**src/rtl/led_shifter_pkg.sv**
```systemverilog
// led_shifter_pkg: shared types and default configuration for the LED shifter.
//   dir_e        : step direction decoded from the two conditioned buttons
//   DEF_*        : default parameter values for led_shifter / btn_conditioner
//   step_dir()   : folds the right/left step pulses into one direction
//                  (simultaneous requests cancel)
package led_shifter_pkg;

  typedef enum logic [1:0] {
    DIR_NONE  = 2'd0,
    DIR_RIGHT = 2'd1,
    DIR_LEFT  = 2'd2
  } dir_e;

  localparam int DEF_WIDTH           = 16;
  localparam int DEF_DEBOUNCE_CYCLES = 1_000_000;
  localparam int DEF_WRAP            = 0;
  localparam int DEF_REPEAT_DELAY    = 50_000_000;
  localparam int DEF_REPEAT_PERIOD   = 10_000_000;

  function automatic dir_e step_dir(input logic r, input logic l);
    if (r && !l) return DIR_RIGHT;
    if (l && !r) return DIR_LEFT;
    return DIR_NONE;
  endfunction

endpackage

```
**src/rtl/led_shifter_if.sv**
```systemverilog
// led_shifter_if: button inputs and LED outputs of the shifter.
//   btnR, btnL : raw asynchronous buttons (right = toward index 0)
//   led        : one-hot LED vector
//   pos        : binary index of the lit LED
//   edge_hit   : one-cycle pulse when a step is blocked at an end
// Modports: master drives the buttons (board / bench), slave is the shifter.
interface led_shifter_if
  import led_shifter_pkg::*;
#(
  parameter int WIDTH = DEF_WIDTH
);
  localparam int PW = $clog2(WIDTH);

  logic             btnR;
  logic             btnL;
  logic [WIDTH-1:0] led;
  logic [PW-1:0]    pos;
  logic             edge_hit;

  modport master (output btnR, btnL, input led, pos, edge_hit);
  modport slave  (input btnR, btnL, output led, pos, edge_hit);
endinterface

```
**src/rtl/led_shifter_btn_conditioner.sv**
```systemverilog
// btn_conditioner: turns one raw button into a one-cycle step request.
//   clk, rst_n : clock, asynchronous active-low reset
//   btn        : raw asynchronous button level
//   step       : one-cycle step request
// Path: 2-flop synchroniser -> debounce counter -> registered press pulse.
// With LED_SHIFTER_AUTOREPEAT_EN defined, a held button also issues repeat
// steps REPEAT_DELAY cycles after the press and every REPEAT_PERIOD after.
module btn_conditioner
  import led_shifter_pkg::*;
#(
  parameter int DEBOUNCE_CYCLES = DEF_DEBOUNCE_CYCLES,
  parameter int REPEAT_DELAY    = DEF_REPEAT_DELAY,
  parameter int REPEAT_PERIOD   = DEF_REPEAT_PERIOD
) (
  input  logic clk,
  input  logic rst_n,
  input  logic btn,
  output logic step
);

  if (DEBOUNCE_CYCLES < 1 || REPEAT_DELAY < 1 || REPEAT_PERIOD < 1) begin : g_bad_cfg
    $error("btn_conditioner: timing parameters must be >= 1");
  end

  localparam int DW = $clog2(DEBOUNCE_CYCLES + 1);

  logic          sync1, sync2;
  logic          level, level_q;
  logic          press;
  logic [DW-1:0] db_cnt;

  always_ff @(posedge clk or negedge rst_n) begin
    if (!rst_n) begin
      sync1   <= 1'b0;
      sync2   <= 1'b0;
      level   <= 1'b0;
      level_q <= 1'b0;
      press   <= 1'b0;
      db_cnt  <= '0;
    end else begin
      sync1 <= btn;
      sync2 <= sync1;
      // count consecutive cycles the synchronised level disagrees with the
      // accepted level; any agreeing cycle (bounce) restarts the count
      if (sync2 == level) begin
        db_cnt <= '0;
      end else if (db_cnt == DW'(DEBOUNCE_CYCLES - 1)) begin
        level  <= sync2;
        db_cnt <= '0;
      end else begin
        db_cnt <= db_cnt + DW'(1);
      end
      level_q <= level;
      // registered rise detect; a release only re-arms this detector
      press   <= level & ~level_q;
    end
  end

`ifdef LED_SHIFTER_AUTOREPEAT_EN
  localparam int RMAX = (REPEAT_DELAY > REPEAT_PERIOD) ? REPEAT_DELAY : REPEAT_PERIOD;
  localparam int RW   = $clog2(RMAX + 1);

  logic          running;
  logic [RW-1:0] rpt_cnt;
  logic          rpt;

  // counter reaches zero exactly REPEAT_DELAY cycles after the press cycle,
  // then is reloaded for each following period
  assign rpt = running & level & (rpt_cnt == '0);

  always_ff @(posedge clk or negedge rst_n) begin
    if (!rst_n) begin
      running <= 1'b0;
      rpt_cnt <= '0;
    end else if (!level) begin
      running <= 1'b0;
      rpt_cnt <= '0;
    end else if (press) begin
      running <= 1'b1;
      rpt_cnt <= RW'(REPEAT_DELAY - 1);
    end else if (running) begin
      rpt_cnt <= (rpt_cnt == '0) ? RW'(REPEAT_PERIOD - 1) : rpt_cnt - RW'(1);
    end
  end

  assign step = press | rpt;
`else
  assign step = press;
`endif

endmodule

```
**src/rtl/led_shifter.sv**
```systemverilog
// led_shifter: moves a single lit LED left/right on debounced button presses.
//   clk, rst_n : clock, asynchronous active-low reset
//   bus        : led_shifter_if.slave (btnR/btnL in, led/pos/edge_hit out)
// WRAP=0 saturates at the ends and pulses edge_hit; WRAP=1 wraps around.
// Simultaneous right/left requests cancel.
// Optional feature macro: LED_SHIFTER_AUTOREPEAT_EN (auto-repeat while held).
module led_shifter
  import led_shifter_pkg::*;
#(
  parameter int WIDTH           = DEF_WIDTH,
  parameter int START_POS       = WIDTH - 1,
  parameter int DEBOUNCE_CYCLES = DEF_DEBOUNCE_CYCLES,
  parameter int WRAP            = DEF_WRAP,
  parameter int REPEAT_DELAY    = DEF_REPEAT_DELAY,
  parameter int REPEAT_PERIOD   = DEF_REPEAT_PERIOD
) (
  input logic          clk,
  input logic          rst_n,
  led_shifter_if.slave bus
);

  if (WIDTH < 2 || WIDTH > 64 || START_POS < 0 || START_POS >= WIDTH) begin : g_bad_cfg
    $error("led_shifter: WIDTH must be 2..64 and START_POS inside it");
  end

  localparam int               PW      = $clog2(WIDTH);
  localparam logic [PW-1:0]    POS_MAX = PW'(WIDTH - 1);
  localparam logic [PW-1:0]    POS_RST = PW'(START_POS);
  localparam logic [WIDTH-1:0] LED_RST = WIDTH'(1) << START_POS;

  logic step_r, step_l;

  btn_conditioner #(
    .DEBOUNCE_CYCLES (DEBOUNCE_CYCLES),
    .REPEAT_DELAY    (REPEAT_DELAY),
    .REPEAT_PERIOD   (REPEAT_PERIOD)
  ) u_btn_r (
    .clk   (clk),
    .rst_n (rst_n),
    .btn   (bus.btnR),
    .step  (step_r)
  );

  btn_conditioner #(
    .DEBOUNCE_CYCLES (DEBOUNCE_CYCLES),
    .REPEAT_DELAY    (REPEAT_DELAY),
    .REPEAT_PERIOD   (REPEAT_PERIOD)
  ) u_btn_l (
    .clk   (clk),
    .rst_n (rst_n),
    .btn   (bus.btnL),
    .step  (step_l)
  );

  dir_e             dir;
  logic [PW-1:0]    pos_q, pos_nxt;
  logic [WIDTH-1:0] led_q;
  logic             hit_q, hit_nxt;

  assign dir = step_dir(step_r, step_l);

  always_comb begin
    pos_nxt = pos_q;
    hit_nxt = 1'b0;
    case (dir)
      DIR_RIGHT: begin
        if (pos_q == '0) begin
          if (WRAP != 0) pos_nxt = POS_MAX;
          else           hit_nxt = 1'b1;
        end else begin
          pos_nxt = pos_q - PW'(1);
        end
      end
      DIR_LEFT: begin
        if (pos_q == POS_MAX) begin
          if (WRAP != 0) pos_nxt = '0;
          else           hit_nxt = 1'b1;
        end else begin
          pos_nxt = pos_q + PW'(1);
        end
      end
      default: ;
    endcase
  end

  // led is re-derived from the same next index as pos so the two can never
  // disagree or leave the one-hot form
  always_ff @(posedge clk or negedge rst_n) begin
    if (!rst_n) begin
      pos_q <= POS_RST;
      led_q <= LED_RST;
      hit_q <= 1'b0;
    end else begin
      hit_q <= hit_nxt;
      if (dir != DIR_NONE) begin
        pos_q <= pos_nxt;
        led_q <= WIDTH'(1) << pos_nxt;
      end
    end
  end

  assign bus.led      = led_q;
  assign bus.pos      = pos_q;
  assign bus.edge_hit = hit_q;

endmodule
```
**src/flat_wrapper.sv**
```systemverilog
// flat-port wrapper written by rule: the top's interface ports become plain ports
module led_shifter_flat import led_shifter_pkg::*;
#(
  parameter int WIDTH           = DEF_WIDTH,
  parameter int START_POS       = WIDTH - 1,
  parameter int DEBOUNCE_CYCLES = DEF_DEBOUNCE_CYCLES,
  parameter int WRAP            = DEF_WRAP,
  parameter int REPEAT_DELAY    = DEF_REPEAT_DELAY,
  parameter int REPEAT_PERIOD   = DEF_REPEAT_PERIOD
)
  (clk, rst_n, bus_btnR, bus_btnL, bus_led, bus_pos, bus_edge_hit);
  led_shifter_if #(.WIDTH(WIDTH)) bus_i ();
  input logic clk;
  input logic rst_n;
  input wire logic [$bits(bus_i.btnR)-1:0] bus_btnR;
  input wire logic [$bits(bus_i.btnL)-1:0] bus_btnL;
  output wire logic [$bits(bus_i.led)-1:0] bus_led;
  output wire logic [$bits(bus_i.pos)-1:0] bus_pos;
  output wire logic [$bits(bus_i.edge_hit)-1:0] bus_edge_hit;
  assign bus_i.btnR = bus_btnR;
  assign bus_i.btnL = bus_btnL;
  assign bus_led = bus_i.led;
  assign bus_pos = bus_i.pos;
  assign bus_edge_hit = bus_i.edge_hit;
  led_shifter #(.WIDTH(WIDTH), .START_POS(START_POS), .DEBOUNCE_CYCLES(DEBOUNCE_CYCLES), .WRAP(WRAP), .REPEAT_DELAY(REPEAT_DELAY), .REPEAT_PERIOD(REPEAT_PERIOD)) u_core (.clk(clk), .rst_n(rst_n), .bus(bus_i));
endmodule
```
**config.mk**
```make
export PLATFORM = sky130hd
export DESIGN_NAME = led_shifter_flat
export DESIGN_NICKNAME = d
export VERILOG_FILES = /design/src/rtl/led_shifter_pkg.sv /design/src/rtl/led_shifter_if.sv /design/src/rtl/led_shifter_btn_conditioner.sv /design/src/rtl/led_shifter.sv /design/src/flat_wrapper.sv
export SDC_FILE = /design/constraint.sdc
export NUM_CORES = 1
export LEC_CHECK = 0
export ABC_AREA = 1
export CAP_MARGIN = 0
export CELL_PAD_IN_SITES_DETAIL_PLACEMENT = 2
export CELL_PAD_IN_SITES_GLOBAL_PLACEMENT = 2
export CORE_MARGIN = 1
export CORE_UTILIZATION = 36
export DETAILED_ROUTE_END_ITERATION = 10
export GPL_TIMING_DRIVEN = 0
export PLACE_DENSITY_LB_ADDON = 0.1
export SYNTH_ARGS = -nofsm -noshare
export SYNTH_HDL_FRONTEND = slang
export SYNTH_HIERARCHICAL = 1
export SYNTH_SLANG_ARGS = --single-unit
export TNS_END_PERCENT = 30
```
**constraint.sdc**
```tcl
create_clock -name clk -period 2 [get_ports clk]
set_clock_uncertainty 0.05 [all_clocks]
set_input_delay 0.4 -clock clk [delete_from_list [all_inputs] [get_ports clk]]
set_output_delay 0.4 -clock clk [all_outputs]
set_load 0.02 [all_outputs]
```
Yosys cells after proc, flatten, opt, wreduce, memory -nomap -nowiden
Index checks and enable logic that the tools add are counted.

cells by class
  bitwise logic cells = 6
  eq/ne operators = 7
  reductions and logical operators = 8
  muxes and demuxes = 17
  shift-type cells = 1
  add/sub/neg operators = 4

operators by type and width
  cell                                                                   number
  20-bit two-way mux                                                     4
  20-bit by 1-bit adder with 20-bit output, second input constant        2
  20-bit equality test, second input constant                            2
  1-bit by 4-bit left shift with 16-bit output, first input constant     1
  2-bit two-way mux                                                      4
  4-bit two-way mux                                                      2
  4-bit one-hot mux with 2 select lines                                  1
  1-bit two-way mux                                                      5
  4-bit by 1-bit adder with 4-bit output, second input constant          1
  4-bit equality test, second input constant                             1
  4-bit zero test                                                        1
  1-bit inverter                                                         4
  2-bit AND reduction                                                    2
  4-bit by 1-bit subtractor with 4-bit output, second input constant     1
  1-bit AND                                                              2
  1-bit equality test                                                    2
  2-bit by 1-bit equality test with 1-bit output, second input constant  1
  2-bit equality test, second input constant                             1
  1-bit logical AND                                                      2
  1-bit zero test                                                        2
  1-bit one-hot mux with 2 select lines                                  1
  2-bit nonzero test                                                     1

storage, ports and cells
  bits in registers = 71
  output and inout port bits = 21
  bits of input ports = 4

Depth between registers and ports, before layout
  word-level depth = 9
  depth in mapped cells = 11

By module
Netlist, hierarchy kept.

by module, submodules not included
  module           sequential area each (µm²)  instances  area an instance (µm²)  cells an instance
  btn_conditioner  625.6                       2          1318.8                  164
  led_shifter      531.8                       1          1229.9                  144

Least setup slack after synthesis
OpenSTA, ideal clock, no wires.

  path kind = reg2reg
  start = reg u_core.pos_q[0] (netlist: u_core/bus.pos[0])
  end = reg u_core.led_q[11] (netlist: u_core/bus.led[11])
  path slack = 0.248 ns
  stages on the path, launching flop included = 8
  arrival = 1.625 ns
  cells stage by stage = dfstp_2 -> inv_1 -> ha_1 -> a21oi_1 -> nand3_2 -> a21oi_4 -> inv_2 -> o21ai_1

on the way
  longest elaborated chain between the ends = 4
  elaborated cells between the ends (all ways) = 8
  classes of those cells = add/sub: 2; eq/ne: 1; shift: 1; mux: 3; reduce/logical: 1

RTL lines
  item                                                                  RTL line                              text
  start: declaration                                                    led_shifter.sv:56                     logic [PW-1:0] pos_q, pos_nxt;
  start signal: assignment                                              led_shifter.sv:96                     pos_q <= pos_nxt;
  4-bit by 1-bit adder with 4-bit output, or another cell as far along  led_shifter.sv:79                     pos_nxt = pos_q + PW'(1);
  4-bit two-way mux, on equally long branches                           led_shifter.sv:75, led_shifter.sv:67
  4-bit one-hot mux with 2 select lines *                               led_shifter.sv:65                     case (dir)
  1-bit by 4-bit left shift with 16-bit output *                        led_shifter.sv:97                     led_q <= WIDTH'(1) << pos_nxt;
  end signal: assignment                                                led_shifter.sv:97
  end: declaration                                                      led_shifter.sv:57                     logic [WIDTH-1:0] led_q;

Mark *: on every way between the ends. The rest lies on a longest branch, timed or not.
A chain may end at the register's enable or synchronous reset.

Worst setup path after layout
  start = reg u_core.pos_q[2] (netlist: u_core/bus.pos[2])
  end = out bus_pos[2]

RTL lines
  item              RTL line            text
  end: declaration  flat_wrapper.sv:18  output wire logic [$bits(bus_i.pos)-1:0] bus_pos;

No word-level cell between the ends.

==> impl_metrics.ini <==
[outcome]
status = finished, final reports clean

[floorplanning]
dieArea_um2 = 11200
die_w_um = 106
core_um2 = 10400
die_y_um = 106
fp-row-count = 37
start_util = 0.373
ios = 25

[critical_path]
crit_type = reg -> out
cp.required_ns = 1.55
cp_top_family = buffers and inverters
critPathMaxStageDelay_ns = 0.60
crit_slowest_cell = clkdlybuf4s50_1
path_cells = clkdlybuf4s50_1
cp_max_fo = 2
cp-start-kind = register
path_buf_inv = 1
endpoint_kind = output pin
arrival_ns = 1.49

[timing]
fmax_mhz = 516
finalCritPeriodShare = 0.969
post-route-min-period_ns = 1.94
maxSlewHeadroom = 0.679
worst_slack_ns = 0.0616
rsz0062_at_grt = yes
drv_slew = 0
finalSetupViolations = 0
tightest_slew_ns = 0.482
finalHoldViolations = 0
hold_ws_ns = 0.312

[place]
hpwl_um = 8250
port_buffers = 24
post-place-ws_ns = 0.0265
gp_congestion = 0.756

[detailed_routing]
vias_per_cell = 5.05
drc_errors = 0
wl_per_cell_um = 16.6
dr.pass1.iters = 4
vias = 3280
postRouteAntennaNets = 0
first_iter_violations = 93
drt-total-wl_um = 10800

[pwr]
total_power_mw = 2.75
power_density_nw_per_um2 = 608
leakage_nw = 1.96
ir_drop_uv = 355

[clocking]
cts_buffers = 9
clockBufferDepth = 2
cts_tree = done
cts_sinks = 71
cts-root-buf = clkbuf_8
clk_pin_slew_worst_paths_ns = 0.08
post_cts_buffers = 0
htree_levels = 3
clkLatencyLatePin_ns = 0.36

[global_routing]
grt_overflow = 0
track_usage = 0.216
antenna_found_initial = 0
grt_pass1_vias = 3693
grt_pass1_wl_um = 18500
grt_max_degree = 50

[logic_synthesis]
synthCells = 472
yosys-top-cells-area = dfrtp_1 (43%), nand2_1 (9.7%), nor2_1 (8.0%), nand3_1 (5.0%), inv_1 (3.9%)
ys_seq_area_frac = 0.461
ys_ff_latch = 71
syn-num-nets = 482
netlist.area_leader.share = 0.427
avgSynthCellArea_um2 = 8.19
synth.cell_area_um2 = 3870
synth_cell_types = 32
synth_top_area_cell = dfrtp_1
ys_warn_count = 6

[finish]
fin_nets = 519
syn_to_final_growth_pct = 16.7
nFillCells = 1216
diodes = 0
final_layout_size_suffix_gt1_frac = 0.183

[flow_run]
drv_cap = 0

[hold_path]
hold_path_class = reg -> reg
## cells by family (layout without fill, tap and decap cells)
kind of cell               count (synthesis)  count (layout)  synth area share
AOI/OAI and AO/OA                         23              23            0.0336
adders and majority gates                  6               6            0.0194
and+or+nand+nor                          303             303             0.387
DFF                                       71              71             0.461
xor gates and xnor gates                  20              20            0.0492
buffers and inverters                     49              91            0.0498
## power by group
part           internal (mW)  switching (mW)  leakage, nW
clock network          0.644           0.559       0.0996
registers               1.45          0.0102        0.960
logic                 0.0235          0.0604        0.902
## path summary, 6_finish.rpt
check | startpoint | end | slack [ns] | cells past startpoint
worst max-delay path | u_core/bus.pos[2] | bus_pos[2] | 0.06 | 1
worst min register to register | u_core/u_btn_l/sync1 | u_core/u_btn_l/sync2 | 0.31 | 0
worst min-delay path | u_core/u_btn_l/sync1 | u_core/u_btn_l/sync2 | 0.31 | 0
max in group asynchronous | rst_n | u_core/bus.pos[3] | 0.85 | 3
min in group asynchronous | rst_n | u_core/bus.led[7] | 0.44 | 2
worst max register to register | u_core/u_btn_l/step | u_core/bus.led[4] | 0.12 | 5
## per-stage QoR
step | utilization | cell area, µm² | setup TNS, ns | std cells
after floorplan | - | 3870 | 0 | 472
after global placement | 0.413 | 4280 | -149.88 | 632
after detailed placement | 0.415 | 4300 | 0 | 633
after CTS | 0.435 | 4510 | 0 | 650
after global routing | 0.435 | 4510 | -0.0422 | 650
final | 0.435 | 4510 | 0 | 650
## cells in the mapped netlist (all sizes together)
cell type and instances:
nand2 122, clkbuf 1, nor3 6, nor3b 4
dfrtp 66, inv 46, a21oi 10, xnor2 4
ha 6, xor2 16, nand4 12, nand3 48
or2 2, buf 2, dfstp 5, nand3b 2
o21ai 13, nor2 107
## sequential cells by signal (all words and copies together), names as in the netlist
register / cells
u_core/bus.edge_hit: 1
u_core/u_btn_r/sync2: 1
u_core/u_btn_r/step: 1
u_core/u_btn_l/step: 1
u_core/bus.led: 16
u_core/u_btn_l/sync2: 1
u_core/u_btn_l/level_q: 1
u_core/u_btn_l/sync1: 1
u_core/u_btn_l/level: 1
u_core/u_btn_r/db_cnt: 20
u_core/u_btn_r/sync1: 1
u_core/bus.pos: 4
u_core/u_btn_l/db_cnt: 20
u_core/u_btn_r/level_q: 1
u_core/u_btn_r/level: 1
## per-layer routing
metal  up-vias  GRT usage  share of wire
met5         -          0              0
met4         0     0.0813          0.019
met3        16     0.0408          0.019
met2        37      0.391           0.54
met1      1655      0.250           0.43
li1       1572          -              -
## cell usage in the layout (no fill, tap or decap), drive strengths merged, types with 12 or more instances in the layout
cell	netlist	final
clkbuf	1	14
clkdlybuf4s50	0	19
dfrtp	66	66
inv	46	46
nand2	122	122
nand3	48	48
nand4	12	12
nor2	107	107
o21ai	13	13
xor2	16	16
## repair_timing
item | 4_1_cts | 5_1_grt
gates cloned | 0 | 0
hold buffers | 1 | 0
endpoints found under the hold margin | 20 | 0
gates resized for setup | 5 | 2
endpoints found under the setup margin | 5 | 9
## layout make-up
type                       count  area, µm²  share of cell area
multi-input combinational    352       1900               0.420
sequential                    71       1780               0.395
timing repair buffer          26        270              0.0599
inverter                      46        173              0.0382
tap                          136        170              0.0377
clock buffer                  13        159              0.0352
clock inverter                 3       42.5             0.00942
buffer                         3       20.0             0.00443
(Power assumes the default switching activity.)
